==> src/rtl/mmio_port.sv <==
// mmio_port: memory-mapped byte I/O port responding on a two-byte window.
//   BASE_ADDR   : DATA   (read pops RX FIFO, write pushes TX FIFO)
//   BASE_ADDR+1 : STATUS (read {0000, rx_full, tx_overflow, tx_not_full, rx_nonempty};
//                         write with bit 2 set clears tx_overflow)
// Ports:
//   CLK, RST_bar                 clock, async active-low reset
//   ADDR_IN, DATA_IN             processor address / write data
//   WE_bar, OE_bar               processor write strobe / read enable (active-low)
//   DATA_OUT, ASSERT_bar         read data, low while this block drives the bus
//   RX_DATA, RX_VALID, RX_READY  device -> processor byte stream
//   TX_DATA, TX_VALID, TX_READY  processor -> device byte stream
// DELAY_RISE/DELAY_FALL describe the bus-facing output delays of the modelled
// part; the synthesized outputs carry no delay of their own.

module mmio_fifo #(
    parameter int DEPTH_LOG2 = 2
) (
    input  logic       clk,
    input  logic       rst_n,
    input  logic       push,
    input  logic       pop,
    input  logic [7:0] wdata,
    output logic [7:0] head,
    output logic       nonempty,
    output logic       full
);
    localparam int DEPTH = 1 << DEPTH_LOG2;
    localparam logic [DEPTH_LOG2-1:0] PTR_ONE = 1;
    localparam logic [DEPTH_LOG2:0]   CNT_ONE = 1;
    localparam logic [DEPTH_LOG2:0]   CNT_FULL = (DEPTH_LOG2+1)'(DEPTH);

    logic [7:0]            mem [DEPTH];
    logic [DEPTH_LOG2-1:0] wp;
    logic [DEPTH_LOG2-1:0] rp;
    logic [DEPTH_LOG2:0]   count;
    logic                  do_push;
    logic                  do_pop;

    assign nonempty = (count != '0);
    assign full     = (count == CNT_FULL);
    // Both gates use the pre-edge count: a push into an empty FIFO cannot be
    // popped on the same edge, and a pop does not make room for a same-edge push.
    assign do_push  = push & ~full;
    assign do_pop   = pop & nonempty;
    assign head     = nonempty ? mem[rp] : 8'h00;

    always_ff @(posedge clk) begin
        if (do_push) begin
            mem[wp] <= wdata;
        end
    end

    always_ff @(posedge clk or negedge rst_n) begin
        if (!rst_n) begin
            wp    <= '0;
            rp    <= '0;
            count <= '0;
        end else begin
            if (do_push) begin
                wp <= wp + PTR_ONE;
            end
            if (do_pop) begin
                rp <= rp + PTR_ONE;
            end
            case ({do_push, do_pop})
                2'b10:   count <= count + CNT_ONE;
                2'b01:   count <= count - CNT_ONE;
                default: count <= count;
            endcase
        end
    end
endmodule

module mmio_port #(
    parameter int          DELAY_RISE = 0,
    parameter int          DELAY_FALL = 0,
    parameter logic [15:0] BASE_ADDR  = 16'hFF00,
    parameter int          DEPTH_LOG2 = 2
) (
    input  logic        CLK,
    input  logic        RST_bar,
    input  logic [15:0] ADDR_IN,
    input  logic [7:0]  DATA_IN,
    input  logic        WE_bar,
    input  logic        OE_bar,
    output logic [7:0]  DATA_OUT,
    output logic        ASSERT_bar,
    input  logic [7:0]  RX_DATA,
    input  logic        RX_VALID,
    output logic        RX_READY,
    output logic [7:0]  TX_DATA,
    output logic        TX_VALID,
    input  logic        TX_READY
);
    if (DELAY_RISE < 0 || DELAY_FALL < 0 || DEPTH_LOG2 < 1 || DEPTH_LOG2 > 4) begin : g_bad_params
        $error("mmio_port: delays must be >= 0 and DEPTH_LOG2 in 1..4");
    end

    logic       sel;
    logic       rd_act;
    logic       wr_act;
    logic       rd_data;
    logic       wr_data;
    logic       wr_status;
    logic [2:0] hist;
    logic       fire_rd_data;
    logic       fire_wr_data;
    logic       fire_wr_status;

    logic [7:0] rx_head;
    logic       rx_nonempty;
    logic       rx_full;
    logic       rx_push;
    logic       rx_pop;

    logic [7:0] tx_head;
    logic       tx_nonempty;
    logic       tx_full;
    logic       tx_push;
    logic       tx_pop;
    logic       tx_overflow;

    logic [7:0] status;

    assign sel       = (ADDR_IN[15:1] == BASE_ADDR[15:1]);
    assign rd_act    = sel & ~OE_bar & WE_bar;
    assign wr_act    = sel & ~WE_bar;
    assign rd_data   = rd_act & ~ADDR_IN[0];
    assign wr_data   = wr_act & ~ADDR_IN[0];
    assign wr_status = wr_act &  ADDR_IN[0];

    // Side effects fire only on the first edge of a contiguous access; hist
    // remembers what was active at the previous edge.
    assign fire_rd_data   = rd_data   & ~hist[2];
    assign fire_wr_data   = wr_data   & ~hist[1];
    assign fire_wr_status = wr_status & ~hist[0];

    always_ff @(posedge CLK or negedge RST_bar) begin
        if (!RST_bar) begin
            hist <= 3'b000;
        end else begin
            hist <= {rd_data, wr_data, wr_status};
        end
    end

    assign rx_push = RX_VALID & ~rx_full;
    assign rx_pop  = fire_rd_data;
    assign tx_push = fire_wr_data;
    assign tx_pop  = TX_READY;

    mmio_fifo #(.DEPTH_LOG2(DEPTH_LOG2)) u_rx_fifo (
        .clk      (CLK),
        .rst_n    (RST_bar),
        .push     (rx_push),
        .pop      (rx_pop),
        .wdata    (RX_DATA),
        .head     (rx_head),
        .nonempty (rx_nonempty),
        .full     (rx_full)
    );

    mmio_fifo #(.DEPTH_LOG2(DEPTH_LOG2)) u_tx_fifo (
        .clk      (CLK),
        .rst_n    (RST_bar),
        .push     (tx_push),
        .pop      (tx_pop),
        .wdata    (DATA_IN),
        .head     (tx_head),
        .nonempty (tx_nonempty),
        .full     (tx_full)
    );

    // A write to a full TX FIFO is dropped and flagged; fullness is judged
    // before any same-edge device pop.
    always_ff @(posedge CLK or negedge RST_bar) begin
        if (!RST_bar) begin
            tx_overflow <= 1'b0;
        end else if (fire_wr_data && tx_full) begin
            tx_overflow <= 1'b1;
        end else if (fire_wr_status && DATA_IN[2]) begin
            tx_overflow <= 1'b0;
        end
    end

    assign status = {4'b0000, rx_full, tx_overflow, ~tx_full, rx_nonempty};

    always_comb begin
        DATA_OUT   = 8'h00;
        ASSERT_bar = 1'b1;
        if (rd_act) begin
            ASSERT_bar = 1'b0;
            DATA_OUT   = ADDR_IN[0] ? status : rx_head;
        end
    end

    assign RX_READY = ~rx_full;
    assign TX_VALID = tx_nonempty;
    assign TX_DATA  = tx_head;
endmodule
==> config.mk <==
export PLATFORM = sky130hd
export DESIGN_NAME = mmio_port
export DESIGN_NICKNAME = d
export VERILOG_FILES = /design/src/rtl/mmio_port.sv
export SDC_FILE = /design/constraint.sdc
export NUM_CORES = 1
export LEC_CHECK = 0
export BUFFER_PORTS_ARGS = -buffer_cell sky130_fd_sc_hd__buf_2
export CORE_MARGIN = 2
export CORE_UTILIZATION = 55
export DETAILED_ROUTE_END_ITERATION = 10
export HOLD_SLACK_MARGIN = 0.12
export PLACE_DENSITY = 0.78
export SYNTH_ARGS = -nofsm -noshare
export SYNTH_HDL_FRONTEND = slang
export SYNTH_SLANG_ARGS = --single-unit
==> constraint.sdc <==
create_clock -name CLK -period 2.8 [get_ports CLK]
set_clock_uncertainty 0.1 [all_clocks]
set_input_delay 0.56 -clock CLK [delete_from_list [all_inputs] [get_ports CLK]]
set_output_delay 0.56 -clock CLK [all_outputs]
set_load 0.02 [all_outputs]
==> flow_summary.yaml, run 1 <==
cells_and_area:
  drive_gt1_frac: 0.399
  design_area_sq_mm: 0.00417
  diodes: 0
  area_delta_synth_final_pct: 17.8
  nets: 331
  fin_cells: 363
  final_cell_mix: "edfxtp_1 (64), buf_2 (55), dfrtp_1 (18)"
  final_common_cell: "edfxtp_1"
yosys:
  muxShareOfSynthArea: 0.112
  synth_async_sr_flop_share: 0.220
  synth_area_leaders: "edfxtp_1 (54%), dfrtp_1 (13%), mux4_2 (10%)"
  synthSimpleGateAreaFrac: 0.106
  synth_compound_area_frac: 0.0117
  yosys.area_share.adder: 0.0466
  syn-num-nets: 261
  yosys.area.top_type: "edfxtp_1"
  synth_cell_types: 41
  synth.top_cell.area_share: 0.543
  synth_edf_count: 64
  syn_inst: 211
  syn_area_sq_mm: 0.00354
  yosysSeqAreaShare: 0.670
  synth_top_family_by_area: "multiplexers"
  synth_xor_area_frac: 0.0297
  yosysWarnings: 0
  synth_area_per_cell_sq_um: 16.8
  ys_seq_elements: 82
  synthFlopType: "edfxtp_1"
global_routing:
  antenna_found_initial: 0
  grt_max_degree: 19
  grt-ovfl-total: 0
  grt_first_pass_wirelength_um: 9310
  grt_pass1_vias: 1929
  grt_usage: 0.176
setup_path:
  endpoint: "DATA_OUT[0]"
  critPathLaunch: "ADDR_IN[4]"
  cp-end-kind: "primary output"
  critical_path_arrival_ns: 2.04
  critPathRequiredTime_ns: 2.14
  rr_startpoint: "u_tx_fifo.count[1]$_DFFE_PN0P_"
  worstPathMaxFanout: 6
  reg2reg_to: "u_tx_fifo.count[2]$_DFFE_PN0P_"
  critPathKind: "in -> out"
  reg2reg_depth: 9
  startpoint_type: "primary input"
  rrSetupSlack_ns: 0.46
power_and_ir_drop:
  seqPwrFrac: 0.509
  power.density_mw_per_mm2: 769
  total_power_uw: 3210
  ir_drop_uv: 486
  swShare: 0.308
  p_int_uw: 2220
  power.net_switching_uw: 988
  comb_power_share: 0.258
  p_leak_uw: 0.00164
  pwr-share-clk: 0.232
floorplanning:
  die_h_um: 84.2
  initial_core_util: 0.564
  rows: 29
  core_area_sq_mm: 0.00628
  die_area_sq_mm: 0.00710
  die_x_um: 84.2
  num_io_pins: 57
placement:
  dp_hpwl_um: 4080
  placed_cell_area_sq_mm: 0.00396
  io_buffers: 56
  placed_cells: 346
  gp_congestion: 0.741
run_status:
  status: "completed"
clock_tree:
  clk_latency_ns: 0.34
  root_buffer: "clkbuf_8"
  cts_sinks: 82
  numCtsBuffers: 9
  htree_levels: 3
  cts.path.max_buffers: 2
  tritoncts: "done"
  clk_pin_slew_worst_paths_ns: 0.08
timing:
  final-max-slew-violation-count: 0
  fin_crit_ns: 2.70
  period_share: 0.965
  setup_viol: 0
  fmax_ghz: 0.370
  tightest_slew_ns: 0.573
  hold_viol: 0
  rsz0062_at_grt: "no"
  relSlewSlack: 0.618
detailed_routing:
  dr_total_vias: 1907
  wire_per_inst_um: 15.5
  postRouteAntennaNets: 0
  drcViolationCount: 0
  wl_um: 5610
  drtIter0Drc: 63
  vias_per_cell: 5.25
  firstDrtPassIters: 5
min_path:
  hold_path.class: "in -> reg"
run:
  drv_cap: 0
## final cells by class
class | count | area, sq um
multi-input combinational | 109 | 1110
clock inverter | 7 | 53.8
inverter | 13 | 48.8
timing repair buffer | 66 | 360
sequential | 82 | 2370
fill | 438 | 2110
clock buffer | 9 | 124
tap | 77 | 96.3
## registers in the layout, summed over array words and instances, names as in the netlist
| signal | count |
|---|---|
| hist | 3 |
| u_rx_fifo.count | 3 |
| u_rx_fifo.mem | 32 |
| u_tx_fifo.rp | 2 |
| u_tx_fifo.mem | 32 |
| u_tx_fifo.wp | 2 |
| u_rx_fifo.rp | 2 |
| u_tx_fifo.count | 3 |
| tx_overflow | 1 |
| u_rx_fifo.wp | 2 |
## Yosys cell counts, types with 4 or more instances
cell / count
and2_1: 10
mux4_2: 16
nand2_1: 5
dfrtp_1: 18
edfxtp_1: 64
inv_1: 13
xnor2_1: 7
ha_1: 10
clkbuf_1: 4
and3_1: 4
and2_2: 4
nor2_1: 12
xor2_1: 5
nor2b_1: 5
## power by group through the flow
| stage | Combinational (uW) | Clock, uW | Sequential, uW |
|---|---|---|---|
| floorplan | 657 | 0 | 1580 |
| global placement | 815 | 0 | 1660 |
| detailed placement | 835 | 0 | 1670 |
| CTS | 840 | 764 | 1640 |
| global route | 926 | 824 | 1660 |
| finish | 829 | 744 | 1630 |
## per-layer routing
metal / track usage / part of all wire
met3: 0.0354 / 0.032
met2: 0.304 / 0.53
met1: 0.218 / 0.42
met4: 0.0704 / 0.012
met5: 0 / 0
## cell families after synthesis
| logic type | Yosys count |
|---|---|
| muxes | 19 |
| buffers and inverters | 20 |
| AOI/OAI and AO/OA | 7 |
| xor gates and xnor gates | 12 |
| adders and majority gates | 12 |
| DFF | 82 |
| and+or+nand+nor | 59 |
## stage by stage
stage	hold slack, ns	setup TNS (ns)	util	worst slack (ns)
finish	0.327	0	0.664	0.0968
global route	0.313	0	0.664	0.0262
CTS	0.313	0	0.662	0.00286
detailed placement	0.374	-0.552	0.631	-0.178
global placement	0.374	-0.366	0.631	-0.121
floorplan	0.164	-0.159	-	-0.159
## what timing repair did
item	CTS	global route
endpoints found under the hold margin	18	0
setup buffers	0	0
gates resized for setup	1	4
pin swaps	0	1
setup endpoints to repair	4	4
hold buffers	1	0
## worst min path at each step
| stage | from | endpoint | slack [ns] | depth (start not counted) |
|---|---|---|---|---|
| 2_1_floorplan | RST_bar | hist[0]$_DFF_PN0_ | 0.16 | 0 |
| 3_3_place_gp | u_tx_fifo.count[2]$_DFFE_PN0P_ | u_tx_fifo.count[2]$_DFFE_PN0P_ | 0.37 | 1 |
| 3_5_place_dp | u_tx_fifo.count[2]$_DFFE_PN0P_ | u_tx_fifo.count[2]$_DFFE_PN0P_ | 0.37 | 1 |
| 4_1_cts | DATA_IN[4] | u_tx_fifo.mem[0][4]$_DFFE_PP_ | 0.31 | 1 |
| 5_1_grt | RX_DATA[4] | u_rx_fifo.mem[1][4]$_DFFE_PP_ | 0.31 | 1 |
| 6_report | DATA_IN[4] | u_tx_fifo.mem[0][4]$_DFFE_PP_ | 0.33 | 1 |
## critical path, stage by stage
cell and delay [ns]:
buf_2 0.09, or4_4 0.55, nor3_4 0.23, nand2_4 0.06
buf_4 0.16, nor3_2 0.19, buf_2 0.19
No activity file was read; power rests on OpenSTA's default activity.
==> run 2, diff against run 1 <==
- BUFFER_PORTS_ARGS: -buffer_cell sky130_fd_sc_hd__buf_2 -> not set
- DONT_BUFFER_PORTS: not set -> 1
- PLACE_DENSITY: 0.78 -> 0.7
==> flow_summary.yaml, run 2 (same netlist as run 1, synthesis figures left out) <==
placement:
  dp_hpwl_um: 4210
  io_buffers: 0
  gp_congestion: 0.687
  placed_cell_area_sq_mm: 0.00372
  dpl_worst_slack_ns: -0.0976
setup_path:
  crit_buf_inv: 1
  cp_top_family: "flip-flops"
  worstPathMaxFanout: 9
  cp-end-kind: "primary output"
  critical_path_arrival_ns: 2.02
  startpoint_type: "flop"
  critPathSlowestCell: "dfrtp_1"
  critPathRequiredTime_ns: 2.14
  worstPathCellList: "mux4_2 -> a22oi_1 -> nor2_1 -> buf_4"
  slowest_delay_ns: 0.66
  critPathKind: "reg -> out"
timing:
  rsz0062_at_grt: "no"
  relSlewSlack: 0.418
  setup_ws_ns: 0.121
  fin_crit_ns: 2.68
  hold_viol: 0
  final-max-slew-violation-count: 0
  setup_viol: 0
  tightest_slew_ns: 0.871
  fmax_ghz: 0.373
  period_share: 0.957
global_routing:
  grt_pass1_vias: 1879
  grt-ovfl-total: 0
  grt_max_degree: 19
  antenna_found_initial: 0
  grt_usage: 0.176
  grt_use_met3: 0.0649
  grt.busiest_layer: "met2"
  met2_usage: 0.318
  use_met1: 0.189
  grt_first_pass_wirelength_um: 9360
power_and_ir_drop:
  power.density_mw_per_mm2: 797
  p_leak_uw: 0.00144
  total_power_uw: 3120
  ir_drop_uv: 382
detailed_routing:
  firstDrtPassIters: 5
  wire_per_inst_um: 18.4
  drcViolationCount: 0
  wl_um: 5760
  vias_per_cell: 5.67
  postRouteAntennaNets: 0
  dr_total_vias: 1776
  drtIter0Drc: 61
floorplanning:
  rows: 29
  num_io_pins: 57
  die_h_um: 84.2
  initial_core_util: 0.564
  core_area_sq_mm: 0.00628
  die_area_sq_mm: 0.00710
  die_x_um: 84.2
cells_and_area:
  nets: 281
  design_area_sq_mm: 0.00392
  final_cell_mix: "edfxtp_1 (64), dfrtp_1 (18), mux4_2 (16)"
  final_common_cell: "edfxtp_1"
  multi_input_area_sq_mm: 0.00110
  nFillCells: 467
  diodes: 0
  drive_gt1_frac: 0.258
  reg_top3: "u_rx_fifo.mem x32, u_tx_fifo.mem x32"
  area_delta_synth_final_pct: 10.6
  register_area_sq_mm: 0.00237
clock_tree:
  cts_sinks: 82
  clk_pin_slew_worst_paths_ns: 0.09
  tritoncts: "done"
  cts.path.max_buffers: 2
  postCtsSetupRepairBufs: 0
  numCtsBuffers: 9
  htree_levels: 3
  root_buffer: "clkbuf_8"
  clk_latency_ns: 0.34
min_path:
  hold_path.class: "in -> reg"
run_status:
  status: "completed"
run:
  drv_cap: 0
==> run 2: cell types whose count changed in the layout (fill, tap and decap cells not counted) <==
cell      delta
nor3_1       +1
nand3_4      -1
nor2b_2      -1
inv_6        +2
nor2b_1      +1
buf_4        +5
nand3_2      +1
nor3_2       -1
buf_2       -55
clkinv_2     -1
clkinv_4     -2
clkbuf_1     +1
==> run 2: cell type report <==
class / count / area share
Timing Repair Buffer: 16 / 0.0313
Clock inverter: 6 / 0.0125
Sequential cell: 82 / 0.606
Tap cell: 77 / 0.0246
Clock buffer: 10 / 0.0326
Inverter: 13 / 0.0125
Multi-Input combinational cell: 109 / 0.281
==> run 2: path summary, 6_finish.rpt <==
check                      slack (ns)                             end  depth (start not counted)                      startpoint
max                              0.12                     DATA_OUT[1]                          4     u_rx_fifo.rp[0]$_DFFE_PN0P_
min                              0.17               hist[1]$_DFF_PN0_                          1                      ADDR_IN[0]
max reg2reg                      0.36  u_tx_fifo.count[2]$_DFFE_PN0P_                          9  u_tx_fifo.count[1]$_DFFE_PN0P_
min reg2reg                      0.43  u_tx_fifo.count[2]$_DFFE_PN0P_                          1  u_tx_fifo.count[2]$_DFFE_PN0P_
max in group asynchronous        1.38  u_tx_fifo.count[1]$_DFFE_PN0P_                          1                         RST_bar
min in group asynchronous        0.66  u_rx_fifo.count[0]$_DFFE_PN0P_                          1                         RST_bar
==> run 2: layer usage <==
| metal | wire, um | vias to the layer above |
|---|---|---|
| met5 | 0 | - |
| met4 | 34 | 0 |
| met3 | 314 | 4 |
| met2 | 3210 | 39 |
| met1 | 2200 | 912 |
| li1 | - | 821 |
==> run 2: power breakdown <==
| group | total (uW) | internal, uW | leakage, uW | switching (uW) |
|---|---|---|---|---|
| Clock | 761 | 331 | 0.0000799 | 429 |
| Combinational | 720 | 313 | 0.000551 | 407 |
| Sequential | 1640 | 1490 | 0.000805 | 146 |
==> run 2: stage by stage <==
stage	cells	setup TNS [ns]	utilization	hold WS, ns
6_report	313	0	0.624	0.168
2_1_floorplan	211	-0.159	-	0.164
3_3_place_gp	296	-0.00506	0.593	0.165
3_5_place_dp	296	-0.165	0.593	0.165
5_1_grt	313	0	0.624	0.146
4_1_cts	313	0	0.623	0.154
==> run 2: timing repair <==
item                                   in CTS  in global routing
setup endpoints to repair                   0                  2
hold buffers                                1                  0
endpoints found under the hold margin      18                  0
gates resized for setup                     0                  1
==> run 3, diff against run 2 <==
- CELL_PAD_IN_SITES_DETAIL_PLACEMENT: not set -> 1
- CELL_PAD_IN_SITES_GLOBAL_PLACEMENT: not set -> 1
- CORE_UTILIZATION: 55 -> 39
- PLACE_DENSITY: 0.7 -> not set
- PLACE_DENSITY_LB_ADDON: not set -> 0.1
- clock period: 2.8 -> 2.5 ns (I/O delays scaled with it)
==> flow_summary.yaml, run 3 (same netlist as run 1, synthesis figures left out) <==
timing:
  hold_viol: 0
  setup_viol: 0
  fmax_ghz: 0.403
  fin_crit_ns: 2.48
  final-max-slew-violation-count: 0
  rsz0062_at_grt: "yes"
  relSlewSlack: 0.409
  period_share: 0.993
  tightest_slew_ns: 0.883
setup_path:
  rrSetupSlack_ns: 0.16
  startpoint_type: "primary input"
  cp_top_family: "simple AND/OR/NAND/NOR gates"
  worstPathMaxFanout: 5
  critPathSlowestCell: "or4_4"
  rr_startpoint: "u_tx_fifo.count[1]$_DFFE_PN0P_"
  critical_path_arrival_ns: 1.88
  reg2reg_to: "u_tx_fifo.count[2]$_DFFE_PN0P_"
  critPathKind: "in -> out"
  critPathMostFrequentCell: "buf_4"
  reg2reg_depth: 9
  slowest_delay_ns: 0.54
  crit_buf_inv: 2
  cp-end-kind: "primary output"
  worstPathCellList: "or4_4 -> nor3_4 -> buf_4 -> nand3_2 -> nor2b_1 -> buf_4"
  critPathRequiredTime_ns: 1.90
detailed_routing:
  dr_total_vias: 1840
  drcViolationCount: 0
  firstDrtPassIters: 4
  postRouteAntennaNets: 0
  wire_per_inst_um: 19.0
  wl_um: 6810
  vias_per_cell: 5.13
  drtIter0Drc: 48
run_status:
  status: "completed"
global_routing:
  use_met1: 0.156
  grt_pass1_vias: 2096
  antenna_found_initial: 0
  grt_max_degree: 19
  met2_usage: 0.269
  grt_first_pass_wirelength_um: 10700
  grt.busiest_layer: "met2"
  grt_usage: 0.146
  grt-ovfl-total: 0
  grt_use_met3: 0.0506
min_path:
  hold_path.class: "in -> reg"
  min_to: "u_tx_fifo.mem[3][5]$_DFFE_PP_"
  hp-start: "DATA_IN[5]"
  holdPathStages: 0
floorplanning:
  die_area_sq_mm: 0.00986
  rows: 34
  die_x_um: 99.3
  core_area_sq_mm: 0.00876
  initial_core_util: 0.404
  num_io_pins: 57
  die_h_um: 99.3
cells_and_area:
  diodes: 0
  final_common_cell: "edfxtp_1"
  fin_util: 0.478
  drive_gt1_frac: 0.315
  fin_cells: 359
  nFillCells: 854
  nets: 296
  reg_top3: "u_rx_fifo.mem x32, u_tx_fifo.mem x32"
  area_delta_synth_final_pct: 18.2
  final_cell_mix: "edfxtp_1 (64), buf_4 (20), dfrtp_1 (17)"
clock_tree:
  root_buffer: "clkbuf_8"
  cts.path.max_buffers: 2
  clk_pin_slew_worst_paths_ns: 0.09
  cts_sinks: 82
  htree_levels: 3
  clk_latency_ns: 0.34
  numCtsBuffers: 9
  tritoncts: "done"
power_and_ir_drop:
  power.density_mw_per_mm2: 907
  p_leak_uw: 0.00153
  ir_drop_uv: 354
placement:
  dp_hpwl_um: 4900
  gp_congestion: 0.699
  placed_cells: 331
  io_buffers: 0
run:
  drv_cap: 0
run 3: area by class of cell:
type / count / area (sq um) / share of cell area
clock buffer: 9 / 124 / 0.0296
clock inverter: 7 / 98.8 / 0.0236
inverter: 13 / 48.8 / 0.0117
multi-input combinational: 109 / 1140 / 0.273
sequential: 82 / 2370 / 0.567
tap: 108 / 135 / 0.0323
timing repair buffer: 31 / 263 / 0.0628
run 3: worst reg2reg max path, cell delays in order (launching register included):
cell     delay, ns
dfrtp_1       0.41
or3b_2        0.52
and4_1        0.22
inv_2         0.07
ha_4          0.13
inv_2         0.04
fa_2          0.33
xor2_1        0.17
nor2_1        0.13
xor2_1        0.15
run 3: worst max path at each step:
stage	slack [ns]	from	cells after the start	endpoint
final	0.02	ADDR_IN[4]	6	DATA_OUT[4]
after global routing	-0.06	ADDR_IN[4]	10	u_rx_fifo.count[2]$_DFFE_PN0P_
after CTS	0.04	u_rx_fifo.rp[0]$_DFFE_PN0P_	4	DATA_OUT[1]
after detailed placement	-0.37	ADDR_IN[4]	10	u_rx_fifo.count[2]$_DFFE_PN0P_
after global placement	-0.25	ADDR_IN[4]	10	u_rx_fifo.count[2]$_DFFE_PN0P_
after floorplan	-0.40	ADDR_IN[4]	10	u_rx_fifo.count[2]$_DFFE_PN0P_
run 3: routing by layer:
metal / vias to the layer above / part of all wire
li1: 853 / -
met1: 950 / 0.38
met2: 33 / 0.57
met3: 4 / 0.043
met4: 0 / 0.0084
met5: - / 0
run 3: report_power, final:
part	internal, uW	switching [uW]
Clock	571	491
Combinational	407	529
Sequential	1670	124
Total	2650	1140
run 3: metrics by stage:
step	hold WS, ns	TNS, ns	power, uW	instance area, sq um	setup WS, ns
CTS	0.120	0	3830	4060	0.0360
global placement	0.105	-2.31	2680	3810	-0.254
global route	0.121	-0.281	4010	4190	-0.0623
floorplan	0.104	-1.02	2510	3570	-0.399
detailed placement	0.105	-2.33	2750	3810	-0.373
finish	0.148	0	3800	4190	0.0174
run 3: what timing repair did:
item	CTS	global route
gates resized for setup	2	9
setup endpoints to repair	8	7
buffers inserted	0	3
pin swaps	1	3
hold endpoints to repair	21	23
hold buffers	2	7
